## src/rtl/instr_mem_loader.sv

```systemverilog
// Instruction-memory loader: turns a length-prefixed, big-endian byte stream
// into word writes at BASE_ADDR, BASE_ADDR+4, ... while holding the CPU stalled.
module instr_mem_loader #(
    parameter int          INSTR_MEM_SIZE = 1024,
    parameter logic [31:0] BASE_ADDR      = 32'h0000_0000
) (
    input  logic        clk,
    input  logic        rst_n,
    input  logic        start,
    input  logic [7:0]  byte_in,
    input  logic        byte_valid,
    output logic        byte_ready,
    output logic        wr_en,
    output logic [31:0] wr_addr,
    output logic [31:0] wr_data,
    output logic        cpu_hold,
    output logic        done,
    output logic        error
);

    localparam logic [2:0] S_IDLE   = 3'd0;
    localparam logic [2:0] S_LEN_HI = 3'd1;
    localparam logic [2:0] S_LEN_LO = 3'd2;
    localparam logic [2:0] S_DATA   = 3'd3;
    localparam logic [2:0] S_WRITE  = 3'd4;
    localparam logic [2:0] S_DONE   = 3'd5;
    localparam logic [2:0] S_ERR    = 3'd6;

    localparam logic [16:0] MAX_LEN = 17'(INSTR_MEM_SIZE);

    logic [2:0]  state_q,    state_d;
    logic [15:0] len_q,      len_d;
    logic [15:0] word_idx_q, word_idx_d;
    logic [1:0]  byte_idx_q, byte_idx_d;
    logic [23:0] asm_q,      asm_d;
    logic [31:0] wr_addr_q,  wr_addr_d;
    logic [31:0] wr_data_q,  wr_data_d;

    logic        xfer;
    logic [15:0] len_full;
    logic [15:0] word_idx_inc;

    assign byte_ready   = (state_q == S_LEN_HI) || (state_q == S_LEN_LO) || (state_q == S_DATA);
    assign xfer         = byte_valid && byte_ready;
    assign len_full     = {len_q[15:8], byte_in};
    assign word_idx_inc = word_idx_q + 16'd1;

    assign wr_en    = (state_q == S_WRITE);
    assign wr_addr  = wr_addr_q;
    assign wr_data  = wr_data_q;
    assign cpu_hold = byte_ready || wr_en;
    assign done     = (state_q == S_DONE);
    assign error    = (state_q == S_ERR);

    // NOTE: every next-state signal gets a default first so no path infers a latch.
    always_comb begin
        state_d    = state_q;
        len_d      = len_q;
        word_idx_d = word_idx_q;
        byte_idx_d = byte_idx_q;
        asm_d      = asm_q;
        wr_addr_d  = wr_addr_q;
        wr_data_d  = wr_data_q;

        case (state_q)
            S_IDLE, S_DONE, S_ERR: begin
                if (start) begin
                    state_d = S_LEN_HI;
                end
            end
            S_LEN_HI: begin
                if (xfer) begin
                    len_d   = {byte_in, 8'h00};
                    state_d = S_LEN_LO;
                end
            end
            S_LEN_LO: begin
                if (xfer) begin
                    len_d      = len_full;
                    word_idx_d = '0;
                    byte_idx_d = '0;
                    if (len_full == 16'd0) begin
                        state_d = S_DONE;
                    end else if ({1'b0, len_full} > MAX_LEN) begin
                        state_d = S_ERR;
                    end else begin
                        state_d = S_DATA;
                    end
                end
            end
            S_DATA: begin
                if (xfer) begin
                    if (byte_idx_q == 2'd3) begin
                        // Output registers only change here, so they hold steady outside WRITE.
                        wr_data_d  = {asm_q, byte_in};
                        wr_addr_d  = BASE_ADDR + {14'd0, word_idx_q, 2'b00};
                        byte_idx_d = '0;
                        state_d    = S_WRITE;
                    end else begin
                        asm_d      = {asm_q[15:0], byte_in};
                        byte_idx_d = byte_idx_q + 2'd1;
                    end
                end
            end
            S_WRITE: begin
                word_idx_d = word_idx_inc;
                state_d    = (word_idx_inc == len_q) ? S_DONE : S_DATA;
            end
            default: begin
                state_d = S_IDLE;
            end
        endcase
    end

    // NOTE: sequential state uses non-blocking assignments so all registers update together.
    always_ff @(posedge clk) begin
        if (!rst_n) begin
            state_q    <= S_IDLE;
            len_q      <= '0;
            word_idx_q <= '0;
            byte_idx_q <= '0;
            asm_q      <= '0;
            wr_addr_q  <= BASE_ADDR;
            wr_data_q  <= '0;
        end else begin
            state_q    <= state_d;
            len_q      <= len_d;
            word_idx_q <= word_idx_d;
            byte_idx_q <= byte_idx_d;
            asm_q      <= asm_d;
            wr_addr_q  <= wr_addr_d;
            wr_data_q  <= wr_data_d;
        end
    end

endmodule

```

## config.mk

```make
export PLATFORM = sky130hd
export DESIGN_NAME = instr_mem_loader
export DESIGN_NICKNAME = d
export VERILOG_FILES = /design/src/rtl/instr_mem_loader.sv
export SDC_FILE = /design/constraint.sdc
export NUM_CORES = 1
export LEC_CHECK = 0
export CAP_MARGIN = 10
export CELL_PAD_IN_SITES_DETAIL_PLACEMENT = 2
export CELL_PAD_IN_SITES_GLOBAL_PLACEMENT = 2
export CORE_AREA = 2 2 130 132
export DETAILED_ROUTE_END_ITERATION = 8
export DIE_AREA = 0 0 132 134
export HOLD_SLACK_MARGIN = 0.08
export PLACE_DENSITY_LB_ADDON = 0.1
export SLEW_MARGIN = 25
export SYNTH_ARGS = -nofsm -noshare
export SYNTH_HDL_FRONTEND = slang
export SYNTH_SLANG_ARGS = --single-unit
export TNS_END_PERCENT = 50
```

## constraint.sdc

```tcl
create_clock -name clk -period 2.5 [get_ports clk]
set_input_delay 0.375 -clock clk [delete_from_list [all_inputs] [get_ports clk]]
set_output_delay 0.375 -clock clk [all_outputs]
set_load 0.05 [all_outputs]
```

==> impl_metrics.py <==
metrics = {
    "drt": {
        "totalWireLength_mm": 15.7,
        "first_pass_iters": 4,
        "drtIter0Drc": 182,
        "vias_per_cell": 4.97,
        "drt-wirelength-per-cell_um": 17.4,
        "ant_nets": 0,
        "drc_errors": 0,
        "vias": 4491,
    },
    "place": {
        "dpl_cell_area_um2": 5650,
        "dp_hpwl_mm": 11.4,
        "gp_congestion": 0.945,
        "io_buffer_count": 64,
    },
    "cts": {
        "cts_tree": "yes",
        "clk_latency_ps": 360,
        "cts_made_buffers": 9,
        "cts_sinks": 109,
        "clk_path_buf_depth": 2,
        "holdBufCountCts": 0,
        "cts_htree_levels": 3,
        "cts-root-buf": "clkbuf_16",
        "cts.clk_slew.worst_paths_ps": 70,
    },
    "critical_path": {
        "cp.arrival_ps": 1960,
        "crit_required_ps": 2120,
        "start_kind": "flip-flop",
        "end_kind": "primary output",
        "path_cells": "nor2_2 > nand2_1 > inv_1 > buf_4 > buf_12",
        "path_max_fanout": 11,
        "slowest_stage": "dfxtp_1",
        "cpPeakStageDelay_ps": 410,
        "r2r-start": "word_idx_q[1]",
        "critPathLaunch": "state_q[1]",
        "crit_type": "reg -> out",
    },
    "timing": {
        "min_period_ps": 2340,
        "timing.slew.headroom": 0.498,
        "drv_slew": 0,
        "worstMarginPinSlew_ps": 750,
        "setup_viol": 0,
        "hold_viol_final": 0,
        "rsz0062_at_grt": "yes",
        "max_freq_mhz": 428,
        "min_period_over_period": 0.934,
        "fin_skew_ps": 9.85,
        "holdWs_ps": 458,
    },
    "global_route": {
        "grt_max_degree": 70,
        "grt.overflow.total": 0,
        "track_usage": 0.182,
        "grt_pass1_wl_mm": 25.6,
        "antenna_found_initial": 0,
        "grt_pass1_vias": 4730,
    },
    "logic_synthesis": {
        "ys_ff_latch": 109,
        "async_flop_share": 0,
        "netlist.area_leader.share": 0.453,
        "yosysWarnings": 0,
        "synthFlopType": "dfxtp_1",
        "avgSynthCellArea_um2": 7.68,
        "syn_inst": 627,
        "synth_area_leaders": "dfxtp_1, nand2_1, a21oi_1",
        "synth-seq-area-share": 0.453,
        "yosysUniqueCellTypes": 56,
        "netlist_area_um2": 4820,
        "synth_top_area_cell": "dfxtp_1",
        "synth_edf_count": 0,
    },
    "pwr": {
        "p_sw_frac": 0.337,
        "comb_power_share": 0.209,
        "ir_drop_uv": 374,
        "leakage_nw": 2.06,
        "pwr-share-seq": 0.450,
        "p_sw_w": 0.00140,
        "p_per_area_nw_per_um2": 702,
        "clkPwrFrac": 0.341,
        "p_int_w": 0.00277,
    },
    "cells_and_area": {
        "area_growth_pct": 23.3,
        "drive_gt1_frac": 0.0732,
        "antenna_cells": 0,
        "final_cell_area_um2": 5940,
        "nets": 692,
    },
    "floorplanning": {
        "core_um2": 16300,
        "ios": 81,
        "rows": 47,
        "die_area_um2": 17700,
        "fp.dieW_um": 132,
        "start_util": 0.296,
        "die_y_um": 134,
    },
    "worst_hold_path": {
        "hp-start": "wr_addr[11]",
        "hp-class": "reg -> reg",
    },
    "run": {
        "drv_cap": 0,
    },
    "status": {
        "run_status": "finished clean",
    },
}
path summary, 6_finish.rpt:
kind / end / slack, ps / depth (start not counted)
setup / recovery: wr_en / 160 / 5
hold reg to reg: wr_addr[11] / 460 / 2
hold / removal: wr_addr[11] / 460 / 2
setup reg to reg: state_q[2] / 240 / 6
sequential cells by signal, indices dropped and copies added, names as in the netlist:
name / count
asm_q: 24
word_idx_q: 16
state_q: 3
len_q: 16
wr_addr: 16
byte_idx_q: 2
wr_data: 32
logic make-up (layout without fill, tap and decap cells):
group                      count (synthesis)  after routing  share of synthesized area
AOI/OAI and AO/OA                        148            148                      0.175
xor gates and xnor gates                  21             21                     0.0382
adders and majority gates                  2              2                    0.00519
buffers and inverters                     64            105                     0.0706
DFF                                      109            109                      0.453
muxes                                      1              1                    0.00208
other                                      1             16                   0.000778
and+or+nand+nor                          281            281                      0.256
stage by stage:
step	setup slack (ps)	std cells	power [W]	util	TNS, ps
after global routing	-10.6	903	0.00438	0.365	-10.6
after global placement	242	887	0.00278	0.347	0
final	164	903	0.00417	0.365	0
after detailed placement	182	887	0.00281	0.347	0
after floorplan	539	642	0.00250	-	0
after CTS	42.0	903	0.00423	0.364	0
area by class of cell:
type                       count  area, µm²
inverter                       3       11.3
multi-input combinational    469       2360
tap                          220        275
sequential                   109       2180
clock buffer                   9        225
timing repair buffer          86        825
fill                        1917      10300
clock inverter                 7       61.3
power by group through the flow:
stage	registers (W)	logic, W	clock network [W]
after floorplan	0.00187	0.000629	0
after CTS	0.00188	0.000887	0.00146
after detailed placement	0.00192	0.000891	0
after global placement	0.00191	0.000864	0
final	0.00188	0.000872	0.00142
after global routing	0.00189	0.000959	0.00153
Yosys cell counts, drive strengths merged, types with 3 or more instances:
cell type / count
a22oi: 10
xor2: 9
nand2: 179
a311oi: 3
clkbuf: 32
xnor2: 12
nor2: 37
and4: 3
dfxtp: 109
nand3: 13
and2: 4
nor4: 5
or3: 3
a21oi: 100
o21ai: 16
nor2b: 7
nand4: 7
buf: 29
nor3: 7
nand3b: 3
and3: 4
per-layer routing:
layer,GRT usage,share of wire,up-vias
li1,-,-,2188
met1,0.247,0.50,2212
met2,0.296,0.46,72
met3,0.0299,0.029,19
met4,0.0616,0.016,0
met5,0,0,-
layout by cell type, fill, tap and decap left out, drive strengths merged, types with 3 or more instances in the layout:
| master | n |
|---|---|
| a21oi | 100 |
| a22oi | 10 |
| a311oi | 3 |
| and2 | 4 |
| and3 | 4 |
| and4 | 3 |
| buf | 25 |
| clkbuf | 9 |
| clkdlybuf4s50 | 59 |
| clkinv | 3 |
| conb | 16 |
| dfxtp | 109 |
| inv | 5 |
| nand2 | 179 |
| nand3 | 13 |
| nand3b | 3 |
| nand4 | 7 |
| nor2 | 37 |
| nor2b | 7 |
| nor3 | 7 |
| nor4 | 5 |
| o21ai | 16 |
| or3 | 3 |
| xnor2 | 12 |
| xor2 | 9 |
repair_timing:
item	CTS	global route
setup endpoints to repair	3	2
setup buffers	0	0
gates resized for setup	2	1
worst max-delay path: cells and delay by family, from the launching register on:
kind | cells | cell delay, ps
buffers and inverters | 3 | 700
AND/OR/NAND/NOR | 2 | 480
flip-flops | 1 | 410
Note: power is estimated with default switching activity, not from simulation.
